==> src/rtl/dadda_final_adder_pipe.sv <==
// Final carry-propagate adder of the pipelined 8x8 Dadda multiplier.
// Two valid/ready stages: low SPLIT bits first, then the high bits plus the registered carry.
module dadda_final_adder_pipe #(
    parameter int WIDTH = 16,
    parameter int SPLIT = 8
) (
    input  logic             clk,
    input  logic             rst,
    input  logic             In_Valid,
    output logic             In_Ready,
    input  logic [WIDTH-1:0] Row_A,
    input  logic [WIDTH-1:0] Row_B,
    output logic             Out_Valid,
    input  logic             Out_Ready,
    output logic [WIDTH-1:0] Product,
    output logic             Ovf
);

    localparam int HW = WIDTH - SPLIT;

    logic             s1_v;
    logic [SPLIT-1:0] s1_lo;
    logic             s1_c;
    logic [HW-1:0]    s1_ah;
    logic [HW-1:0]    s1_bh;
    logic             s2_v;

    logic             s2_adv;
    logic             accept;
    logic [SPLIT:0]   lo_sum;
    logic [HW:0]      hi_sum;

    // Ready is purely combinational so a draining output frees both stages in the same cycle.
    assign s2_adv    = ~s2_v | Out_Ready;
    assign In_Ready  = ~s1_v | s2_adv;
    assign accept    = In_Valid & In_Ready;
    assign Out_Valid = s2_v;

    assign lo_sum = {1'b0, Row_A[SPLIT-1:0]} + {1'b0, Row_B[SPLIT-1:0]};
    assign hi_sum = {1'b0, s1_ah} + {1'b0, s1_bh} + {{HW{1'b0}}, s1_c};

    // Data registers load only on a real transfer, so idle inputs never reach the pipeline.
    always_ff @(posedge clk) begin
        if (rst) begin
            s1_v    <= 1'b0;
            s1_lo   <= '0;
            s1_c    <= 1'b0;
            s1_ah   <= '0;
            s1_bh   <= '0;
            s2_v    <= 1'b0;
            Product <= '0;
            Ovf     <= 1'b0;
        end else begin
            if (In_Ready) begin
                s1_v <= In_Valid;
            end
            if (accept) begin
                {s1_c, s1_lo} <= lo_sum;
                s1_ah         <= Row_A[WIDTH-1:SPLIT];
                s1_bh         <= Row_B[WIDTH-1:SPLIT];
            end
            if (s2_adv) begin
                s2_v <= s1_v ? 1'b1 : (Out_Ready ? 1'b0 : s2_v);
            end
            if (s1_v && s2_adv) begin
                {Ovf, Product[WIDTH-1:SPLIT]} <= hi_sum;
                Product[SPLIT-1:0]            <= s1_lo;
            end
        end
    end

endmodule

==> config.mk <==
export PLATFORM = sky130hd
export DESIGN_NAME = dadda_final_adder_pipe
export DESIGN_NICKNAME = d
export VERILOG_FILES = /design/src/rtl/dadda_final_adder_pipe.sv
export SDC_FILE = /design/constraint.sdc
export NUM_CORES = 1
export LEC_CHECK = 0
export ABC_CLOCK_PERIOD_IN_PS = 4200
export CAP_MARGIN = 20
export CORE_AREA = 2 2 64 78
export DETAILED_ROUTE_END_ITERATION = 16
export DIE_AREA = 0 0 66 80
export GPL_ROUTABILITY_DRIVEN = 1
export PLACE_DENSITY = 0.78
export SETUP_SLACK_MARGIN = 0.15
export SKIP_CTS_REPAIR_TIMING = 1
export SYNTH_ARGS = -nofsm -noshare
export SYNTH_HDL_FRONTEND = slang
export SYNTH_SLANG_ARGS = --single-unit
==> constraint.sdc <==
create_clock -name clk -period 4.2 [get_ports clk]
set_input_delay 1.05 -clock clk [delete_from_list [all_inputs] [get_ports clk]]
set_output_delay 1.05 -clock clk [all_outputs]
set_load 0.05 [all_outputs]
Yosys cells after proc, flatten, opt, wreduce, memory -nomap -nowiden
Index checks and enable logic that the tools add are counted.
{ "word_totals": {"output_inout_bits": 19, "elab_cells": 21, "register_bits": 44, "inputBits": 36} }
{ "op_classes": {"n_addsub": 3, "bitwise": 5, "reduce_logical": 3, "mux": 2} }
{ "ops": {"columns": ["operator", "n"], "rows": [
  ["adder 8 x 8 -> 9 bit", 2],
  ["adder 9 x 1 -> 9 bit", 1],
  ["2-to-1 mux 1 bit", 2],
  ["inverter 1 bit", 2],
  ["OR 1 bit", 2],
  ["AND reduction 2 bit", 1],
  ["nonzero test 2 bit", 1],
  ["bitwise AND 1 bit", 1],
  ["logical AND 1 bit", 1]
]} }

Depth between registers and ports, before layout
{ "logic_depth": {"ltp_word": 4, "ltp_mapped": 6, "ltp_nobuf": 6} }

Least setup slack after synthesis
No wires, ideal clock.
{ "synth_path": {"path_type": "input to output", "from": "in Out_Ready", "to": "out In_Ready", "path_slack_ns": 1.598, "n_path_buf": 0, "path_stages": 1, "arrival_time_ns": 1.552, "t_required_ns": 3.150, "path_cell_list": "nand3b_1"} }
{ "synth_between": {"elab_chain_cells": 2} }
{ "synth_rtl": {"columns": ["item", "line", "rtl"], "rows": [
  ["start: declaration", "14", "input logic Out_Ready,"],
  ["OR 1 bit", "34", "assign s2_adv = ~s2_v | Out_Ready;"],
  ["OR 1 bit", "35", "assign In_Ready = ~s1_v | s2_adv;"],
  ["end: declaration", "10", "output logic In_Ready,"]
]} }
No other way between the ends.

Final worst setup path
Same ends and word-level chain as after synthesis.

==> results.yml <==
die:
  dieArea_sq_mm: 0.00528
  die_h_um: 80
  io_pins: 55
  start_util: 0.508
  std_cell_rows: 27
  die_x_um: 66
  core_sq_mm: 0.00453
worst_hold_path:
  min_path_cells: 2
  min_from: "s1_lo[5]"
  whs_endpoint: "Product[5]"
  hold_class: "reg -> reg"
drt:
  firstDrtPassIters: 4
  antenna_left: 0
  routed_wl_um: 5000
  drc: 0
  routedWlPerCell_um: 13.1
  drtIter0Drc: 116
  routed_via_density: 5.56
  num_vias: 2120
clock_network:
  clock_latency_ns: 0.29
  cts_buffer_depth: 2
  clk_transition_reported_paths_ns: 0.08
  cts_buffers: 5
  root_buffer: "clkbuf_8"
  cts.sinks: 44
  cts_tree: "built"
  htree_levels: 2
synth:
  ys.flop_type: "dfxtp_1"
  synth-adder-area-share: 0.108
  yosysMostFrequentCell: "nand2_1"
  yosysTopAreaCell: "dfxtp_1"
  avgSynthCellArea_sq_um: 8.43
  ys_top_cells_by_area: "dfxtp_1 (38%), nand2_1 (10%), a21oi_1 (8.3%)"
  synth-async-reset-ratio: 0
  synth_top_family_by_area: "compound AO/OA/AOI/OAI gates"
  synth.net_count: 327
  netlist.area_leader.share: 0.383
  synth-xor-area-share: 0.00761
  synthCells: 273
  ys_seq_area_frac: 0.383
  ys_ff_latch: 44
  synth-simple-area-share: 0.215
  synth-edff-count: 0
  yosysWarningCount: 0
  synth_common_cells: "nand2_1 (63), dfxtp_1 (44), a21oi_1 (38)"
  synth_compound_area_frac: 0.250
  synthMuxAreaShare: 0
  netlist_area_sq_mm: 0.00230
  post_synth_num_cell_types: 41
power:
  finalPower_mw: 0.944
  ir_drop_v: 0.000196
  leakage_nw: 1.11
  p_per_area_mw_per_mm2: 321
timing:
  hold_viol_final: 0
  fin_skew_ns: 0.00494
  slew_violations: 0
  timing.fmax_mhz: 280
  grt_setup_unrepaired: "false"
  layout_min_cycle_time_ns: 3.58
  worstMarginPinSlew_ns: 0.713
  slew_headroom: 0.524
  setup_tns_ns: 0
  fin_crit_sh: 0.852
  finalSetupViolations: 0
place:
  gp_congestion: 0.819
  io_buffers: 54
  dp_hpwl_um: 3640
critical_path:
  path_max_fanout: 3
  crit-reg2reg-capture: "Ovf"
  critPathKind: "in -> out"
  ff2ff_path_depth: 6
  start_kind: "primary input"
  worstPathArrival_ns: 2.53
  endpoint_kind: "output pin"
  r2r_setup_slack_ns: 1.83
  cp.required_ns: 3.15
  worstReg2RegStart: "s1_c"
global_routing:
  grt_overflow: 0
  grt_usage: 0.201
  grt_antenna_before_repair: 0
  grt_pass1_vias: 1872
  grt_max_degree: 47
  grt_pass1_wl_um: 8400
layout:
  syn_to_final_growth_pct: 27.9
  diodes: 0
  layout.nets: 376
  drive_above_1_share: 0.0557
status:
  status: "completed"
run:
  drv_cap: 0
[metrics by stage]
stage | setup slack (ns) | std cells | hold slack, ns | utilization | instance area (sq um)
CTS | 0.609 | 381 | 0.456 | 0.650 | 2940
global placement | 0.647 | 373 | 0.438 | 0.629 | 2850
detailed placement | 0.616 | 373 | 0.444 | 0.629 | 2850
floorplan | 1.60 | 273 | 0.432 | - | 2300
finish | 0.623 | 381 | 0.455 | 0.650 | 2940
global route | 0.554 | 381 | 0.479 | 0.650 | 2940
[worst max path at each step]
stage                    end      start  slack, ns  depth (start not counted)
CTS                 In_Ready  Out_Ready       0.61                          3
detailed placement  In_Ready  Out_Ready       0.62                          3
global route        In_Ready  Out_Ready       0.55                          3
finish              In_Ready  Out_Ready       0.62                          3
global placement    In_Ready  Out_Ready       0.65                          3
floorplan           In_Ready  Out_Ready       1.60                          1
[cell type report]
| cell class | count | area (sq um) |
|---|---|---|
| Fill cell | 434 | 1580 |
| Multi-Input combinational cell | 213 | 1330 |
| Sequential cell | 44 | 881 |
| Timing Repair Buffer | 55 | 548 |
| Clock buffer | 6 | 82.6 |
| Tap cell | 58 | 72.6 |
| Clock inverter | 2 | 15.0 |
| Inverter | 3 | 11.3 |
[report_power, final]
part | total (mW) | leakage (nW) | switching, mW | internal, mW
Combinational | 0.210 | 0.707 | 0.118 | 0.0924
Clock | 0.277 | 0.0434 | 0.144 | 0.133
Sequential | 0.457 | 0.361 | 0.0152 | 0.442
[cells by family after synthesis]
| logic type | after synthesis |
|---|---|
| buffers and inverters | 16 |
| and+or+nand+nor | 108 |
| DFF | 44 |
| AOI/OAI and AO/OA | 85 |
| xor gates and xnor gates | 2 |
| adders and majority gates | 18 |
[worst max-delay path, cell delays in order]
cell and delay [ns]:
clkdlybuf4s50_1 0.49, nand3b_1 0.17, clkdlybuf4s50_1 0.82
[placed cells by master (no fill, tap or decap), types with 3 or more instances in the layout]
cell type	instances
ha_1	15
a21o_1	4
a211o_1	8
a21oi_1	38
clkbuf_8	6
nand4_1	6
nor2_1	10
nor3_1	6
nand3b_1	5
nand2_1	63
fa_1	3
clkdlybuf4s50_1	54
o21ai_0	5
nand2b_1	3
o21bai_1	4
dfxtp_1	44
o21ai_1	4
o211ai_1	5
a211oi_2	4
nand3_1	6
[sequential cells by signal, indices dropped and copies added (netlist names)]
| signal | flops |
|---|---|
| Out_Valid | 1 |
| s1_lo | 8 |
| s1_bh | 8 |
| s1_ah | 8 |
| s1_v | 1 |
| Ovf | 1 |
| s1_c | 1 |
| Product | 16 |
[layer usage]
| metal | share of wire | wire length [um] | GRT usage | vias up |
|---|---|---|---|---|
| met2 | 0.47 | 2330 | 0.309 | 58 |
| met1 | 0.47 | 2370 | 0.288 | 973 |
| met5 | 0 | 0 | 0 | - |
| li1 | - | - | - | 1082 |
| met4 | 0.015 | 76 | 0.0490 | 0 |
| met3 | 0.044 | 221 | 0.0381 | 7 |
(Power assumes the default switching activity.)
